`src/rtl/spinner_quad_if.sv`:
```
// spinner_quad_if: OSD enable, button requests and quadrature outputs of the spinner
interface spinner_quad_if;
    logic       enable;
    logic       btn_cw;
    logic       btn_ccw;
    logic [1:0] dial;
    logic       step;
    logic       dir;
    modport master (output enable, btn_cw, btn_ccw, input dial, step, dir);
    modport slave (input enable, btn_cw, btn_ccw, output dial, step, dir);
endinterface

```
`src/rtl/spinner_quad.sv`:
```
// spinner_quad: buttons to Gray-coded quadrature dial; define SPINNER_ACCEL_EN for run-length acceleration
module spinner_quad #(
    parameter int unsigned STEP_DIV    = 12000,
    parameter int unsigned ACCEL_STEPS = 16
) (
    input  logic          clk_sys,
    input  logic          reset_n,
    spinner_quad_if.slave bus
);
    typedef enum logic [1:0] {IDLE, RUN_CW, RUN_CCW} state_t;
    localparam logic [15:0] BASE = 16'(STEP_DIV);
    if (STEP_DIV < 4 || STEP_DIV > 65535) begin : g_bad_step_div
        $error("STEP_DIV must be within 4..65535");
    end
    if (ACCEL_STEPS < 1 || ACCEL_STEPS > 255) begin : g_bad_accel_steps
        $error("ACCEL_STEPS must be within 1..255");
    end
    state_t      state;
    logic [15:0] cnt;
    logic [15:0] period;
    logic        req_cw;
    logic        req_ccw;
    logic        same;
    assign req_cw  = bus.btn_cw & ~bus.btn_ccw;
    assign req_ccw = bus.btn_ccw & ~bus.btn_cw;
    assign same    = (state == RUN_CW && req_cw) || (state == RUN_CCW && req_ccw);
`ifdef SPINNER_ACCEL_EN
    logic [7:0] run_len;
    // Period shrinks as consecutive same-direction steps accumulate
    always_comb period = (run_len < 8'(ACCEL_STEPS)) ? BASE :
                         ({1'b0, run_len} < 9'(2 * ACCEL_STEPS)) ? BASE >> 1 : BASE >> 2;
    // Run-length counts steps in the current direction, saturating, restarting on any new run
    always_ff @(posedge clk_sys or negedge reset_n) begin
        if (!reset_n) run_len <= '0;
        else if (!bus.enable || !(req_cw || req_ccw)) run_len <= '0;
        else if (!same) run_len <= 8'd1;
        else if (cnt == '0) run_len <= (run_len == 8'hFF) ? run_len : run_len + 8'd1;
    end
`else
    assign period = BASE;
`endif
    // Run state, step timer, phase and registered outputs move together so step marks each dial change
    always_ff @(posedge clk_sys or negedge reset_n) begin
        if (!reset_n) begin
            state    <= IDLE;
            cnt      <= '0;
            bus.dial <= 2'b11;
            bus.step <= 1'b0;
            bus.dir  <= 1'b1;
        end else if (!bus.enable) begin
            state    <= IDLE;
            cnt      <= '0;
            bus.dial <= 2'b11;
            bus.step <= 1'b0;
        end else if (!(req_cw || req_ccw)) begin
            state    <= IDLE;
            cnt      <= '0;
            bus.step <= 1'b0;
        end else if (same && cnt != '0) begin
            cnt      <= cnt - 16'd1;
            bus.step <= 1'b0;
        end else begin
            state    <= req_cw ? RUN_CW : RUN_CCW;
            cnt      <= (same ? period : BASE) - 16'd1;
            bus.dial <= req_cw ? {~bus.dial[0], bus.dial[1]} : {bus.dial[0], ~bus.dial[1]};
            bus.step <= 1'b1;
            bus.dir  <= req_cw;
        end
    end
endmodule

```
`src/flat_wrapper.sv`:
```
// flat-port wrapper written by rule: the top's interface ports become plain ports
module spinner_quad_flat 
#(
    parameter int unsigned STEP_DIV    = 12000,
    parameter int unsigned ACCEL_STEPS = 16
)
  (clk_sys, reset_n, bus_enable, bus_btn_cw, bus_btn_ccw, bus_dial, bus_step, bus_dir);
  spinner_quad_if bus_i ();
  input  logic clk_sys;
  input  logic reset_n;
  input wire logic [$bits(bus_i.enable)-1:0] bus_enable;
  input wire logic [$bits(bus_i.btn_cw)-1:0] bus_btn_cw;
  input wire logic [$bits(bus_i.btn_ccw)-1:0] bus_btn_ccw;
  output wire logic [$bits(bus_i.dial)-1:0] bus_dial;
  output wire logic [$bits(bus_i.step)-1:0] bus_step;
  output wire logic [$bits(bus_i.dir)-1:0] bus_dir;
  assign bus_i.enable = bus_enable;
  assign bus_i.btn_cw = bus_btn_cw;
  assign bus_i.btn_ccw = bus_btn_ccw;
  assign bus_dial = bus_i.dial;
  assign bus_step = bus_i.step;
  assign bus_dir = bus_i.dir;
  spinner_quad #(.STEP_DIV(STEP_DIV), .ACCEL_STEPS(ACCEL_STEPS)) u_core (.clk_sys(clk_sys), .reset_n(reset_n), .bus(bus_i));
endmodule
```
`config.mk`:
```
export PLATFORM = sky130hd
export DESIGN_NAME = spinner_quad_flat
export DESIGN_NICKNAME = d
export VERILOG_FILES = /design/src/rtl/spinner_quad_if.sv /design/src/rtl/spinner_quad.sv /design/src/flat_wrapper.sv
export SDC_FILE = /design/constraint.sdc
export NUM_CORES = 1
export LEC_CHECK = 0
export BUFFER_PORTS_ARGS = -buffer_cell sky130_fd_sc_hd__buf_2
export CAP_MARGIN = 20
export CORE_UTILIZATION = 62
export DETAILED_ROUTE_END_ITERATION = 12
export GPL_TIMING_DRIVEN = 1
export HOLD_SLACK_MARGIN = 0.02
export PLACE_DENSITY = 0.9
export SYNTH_ARGS = -nofsm -noshare
export SYNTH_HDL_FRONTEND = slang
export SYNTH_SLANG_ARGS = --single-unit
```
`constraint.sdc`:
```
create_clock -name clk_sys -period 4.2 [get_ports clk_sys]
set_input_delay 0.63 -clock clk_sys [delete_from_list [all_inputs] [get_ports clk_sys]]
set_output_delay 0.63 -clock clk_sys [all_outputs]
set_load 0.02 [all_outputs]
```
==> impl_metrics.yaml <==
synth:
  synth_top_area_frac: 0.392
  synth_warnings: 0
  synth_seq_area_share: 0.457
  synth_largest_area_cell: "dfrtp_1"
  syn_area_um2: 1210
  synth.avg_cell_area_um2: 10.4
  yosys-top-cells-area: "dfrtp_1 39%, xnor2_1 7.2%, dfstp_2 6.5%, ha_1 4.1%, a21oi_1 2.9%"
  synth_nets: 126
  ys_types: 34
  synth_seq_cells: 22
  syn_inst: 117
timing:
  max_slew_margin: 0.490
  timing.hold.ws_ns: 0.247
  worst_slew_pin_slew_ns: 0.766
  hold_violations: 0
  rsz0062_at_grt: "no"
  period_needed_ns: 2.43
  finalClockSkew_ns: 0.0126
  period_share: 0.578
  fmax_mhz: 412
  maxSlewViolCount: 0
  finalSetupViolCount: 0
  tns_ns: 0
grt:
  grt_max_degree: 23
  grt_pass1_vias: 821
  grt_pass1_wl_mm: 3.59
  grt_antenna_before_repair: 0
  track_usage: 0.252
  gr-total-overflow: 0
routing:
  drtAntennaViolNets: 0
  routedWlPerCell_um: 15.8
  viasPerCell: 5.97
  firstDrtPassIters: 4
  wl_mm: 2.33
  drt_iter0_drc: 13
  drcViolationCount: 0
  via_count: 878
worst_setup_path:
  required_ns: 4.45
  crit_type: "flop to flop"
  cp-start-kind: "flop"
  cp_max_fo: 8
  arrival_ns: 2.68
  endpoint_kind: "flop"
min_path:
  hold_class: "input pin to asynchronous set/reset pin"
power_and_ir_drop:
  p_leak_nw: 0.566
  seq_power_share: 0.484
  p_int_uw: 367
  p_sw_uw: 135
  clkPwrFrac: 0.322
  switching_share: 0.269
  combPwrFrac: 0.193
  power.density_nw_per_um2: 388
  ir_worst_vdd_mv: 0.281
clock_tree:
  cts_tree: "done"
  cts_resized: 0
  hold_buffers: 0
  clock_latency_ns: 0.32
  numCtsBuffers: 3
  postCtsSetupBuffers: 0
  htreeDepth: 1
  cts.sinks: 22
  cts_root_buf: "clkbuf_4"
  cts.clk_slew.worst_paths_ns: 0.13
  clockBufferDepth: 2
floorplanning:
  io-pin-count: 9
  dieArea_um2: 2140
  die_w_um: 46.2
  initial_core_util: 0.680
  fp-row-count: 15
  die_h_um: 46.2
  core_um2: 1780
run_status:
  status: "completed"
job:
  maxCapViolations: 0
layout:
  diodes: 0
  final_layout_size_suffix_gt1_frac: 0.205
  syn_to_final_growth_pct: 6.71
  nets: 132
  post-route-util: 0.726
place:
  gp_congestion: 0.863
  hpwl_mm: 1.69
  portBuffers: 8
==> synthesized netlist by cell type <==
library cell,n
a211o_1,1
a211oi_2,1
a21oi_1,7
a21oi_2,3
a31oi_1,3
and2_4,1
and4b_1,1
buf_2,1
buf_6,2
clkbuf_1,4
dfrtp_1,19
dfstp_2,3
ha_1,4
inv_1,5
mux2_1,1
mux2i_1,2
nand2_1,7
nand2b_1,5
nand3b_1,3
nor2_1,4
nor3_1,7
nor4_1,4
nor4b_1,1
o211ai_1,1
o22ai_1,1
o31ai_1,2
or2_2,1
or3_1,3
or3_4,1
or4_1,4
or4_4,1
or4b_2,2
xnor2_1,10
xor2_1,2
==> worst paths after layout <==
| check | startpoint | endpoint | slack (ns) | cells after the start |
|---|---|---|---|---|
| worst min register to register | u_core.cnt[0] | u_core.cnt[0] | 0.49 | 1 |
| worst max register to register | u_core.cnt[0] | u_core.bus.dir | 1.77 | 6 |
| worst min-delay path | reset_n | u_core.cnt[12] | 0.25 | 1 |
| worst max-delay path | u_core.cnt[0] | u_core.bus.dir | 1.77 | 6 |
| min in group clk_sys | u_core.cnt[0] | u_core.cnt[0] | 0.49 | 1 |
| max in group asynchronous | reset_n | u_core.bus.dial[0] | 3.59 | 1 |
==> state kept, by name (all words and copies together), names as in the netlist <==
name / flops
u_core.bus.dial: 2
u_core.bus.dir: 1
u_core.bus.step: 1
u_core.cnt: 16
u_core.state: 2
==> critical path: stages (launching register included) <==
cell and delay (ns):
dfrtp_1 0.43, inv_1 0.07, ha_1 0.18, or4b_2 0.59, or4_4 0.56, a21oi_2 0.19
mux2_1 0.36
==> cells by family (layout without fill, tap and decap cells) <==
family,after synthesis,count (layout),synth area share
flip-flops,22,22,0.457
AND/OR/NAND/NOR,45,45,0.231
buffers and inverters,12,17,0.0506
multiplexers,3,3,0.0258
AO/OA/AOI/OAI,19,19,0.107
XOR/XNOR,12,12,0.0867
adder cells (fa/ha/maj),4,4,0.0413
==> cells in the final DEF (no fill, tap or decap), types with 2 or more instances in the layout <==
master,count
mux2i_1,2
nor3_1,7
xor2_1,2
clkbuf_4,3
nand2b_1,5
nor2_1,4
a21oi_1,7
or4b_2,2
nor4_1,4
a31oi_1,3
or3_1,3
ha_1,4
inv_1,5
o31ai_1,2
dfrtp_1,19
nand3b_1,3
nand2_1,7
buf_2,8
or4_1,4
a21oi_2,3
xnor2_1,10
dfstp_2,3
==> power by group through the flow <==
stage | Sequential [mW] | Combinational, mW | Clock [mW]
finish | 0.243 | 0.0970 | 0.162
global route | 0.244 | 0.106 | 0.176
floorplan | 0.249 | 0.0706 | 0
detailed placement | 0.247 | 0.0966 | 0
CTS | 0.243 | 0.0973 | 0.164
global placement | 0.245 | 0.0923 | 0
==> cell type report <==
| cell class | instances | area, um2 |
|---|---|---|
| tap | 25 | 31.3 |
| multi-input combinational | 83 | 597 |
| timing repair buffer | 8 | 40.0 |
| fill | 129 | 489 |
| clock inverter | 1 | 30.0 |
| inverter | 5 | 18.8 |
| clock buffer | 3 | 22.5 |
| sequential | 22 | 554 |
==> metrics by stage <==
step                      area, um2  instances  worst slack [ns]  total power [mW]
after global placement         1240        143              1.88             0.337
after global routing           1290        147              1.72             0.527
after CTS                      1290        147              1.77             0.504
final                          1290        147              1.77             0.502
after detailed placement       1240        143              1.79             0.343
after floorplan                1210        117              1.86             0.319
==> per-layer routing <==
layer / up-vias / global-route usage / wire length (um)
li1: 426 / - / -
met1: 431 / 0.259 / 995
met2: 15 / 0.468 / 1230
met3: 6 / 0.0392 / 43
met4: 0 / 0.159 / 59
met5: - / 0 / 0
Power figures use the tool's default switching activity.
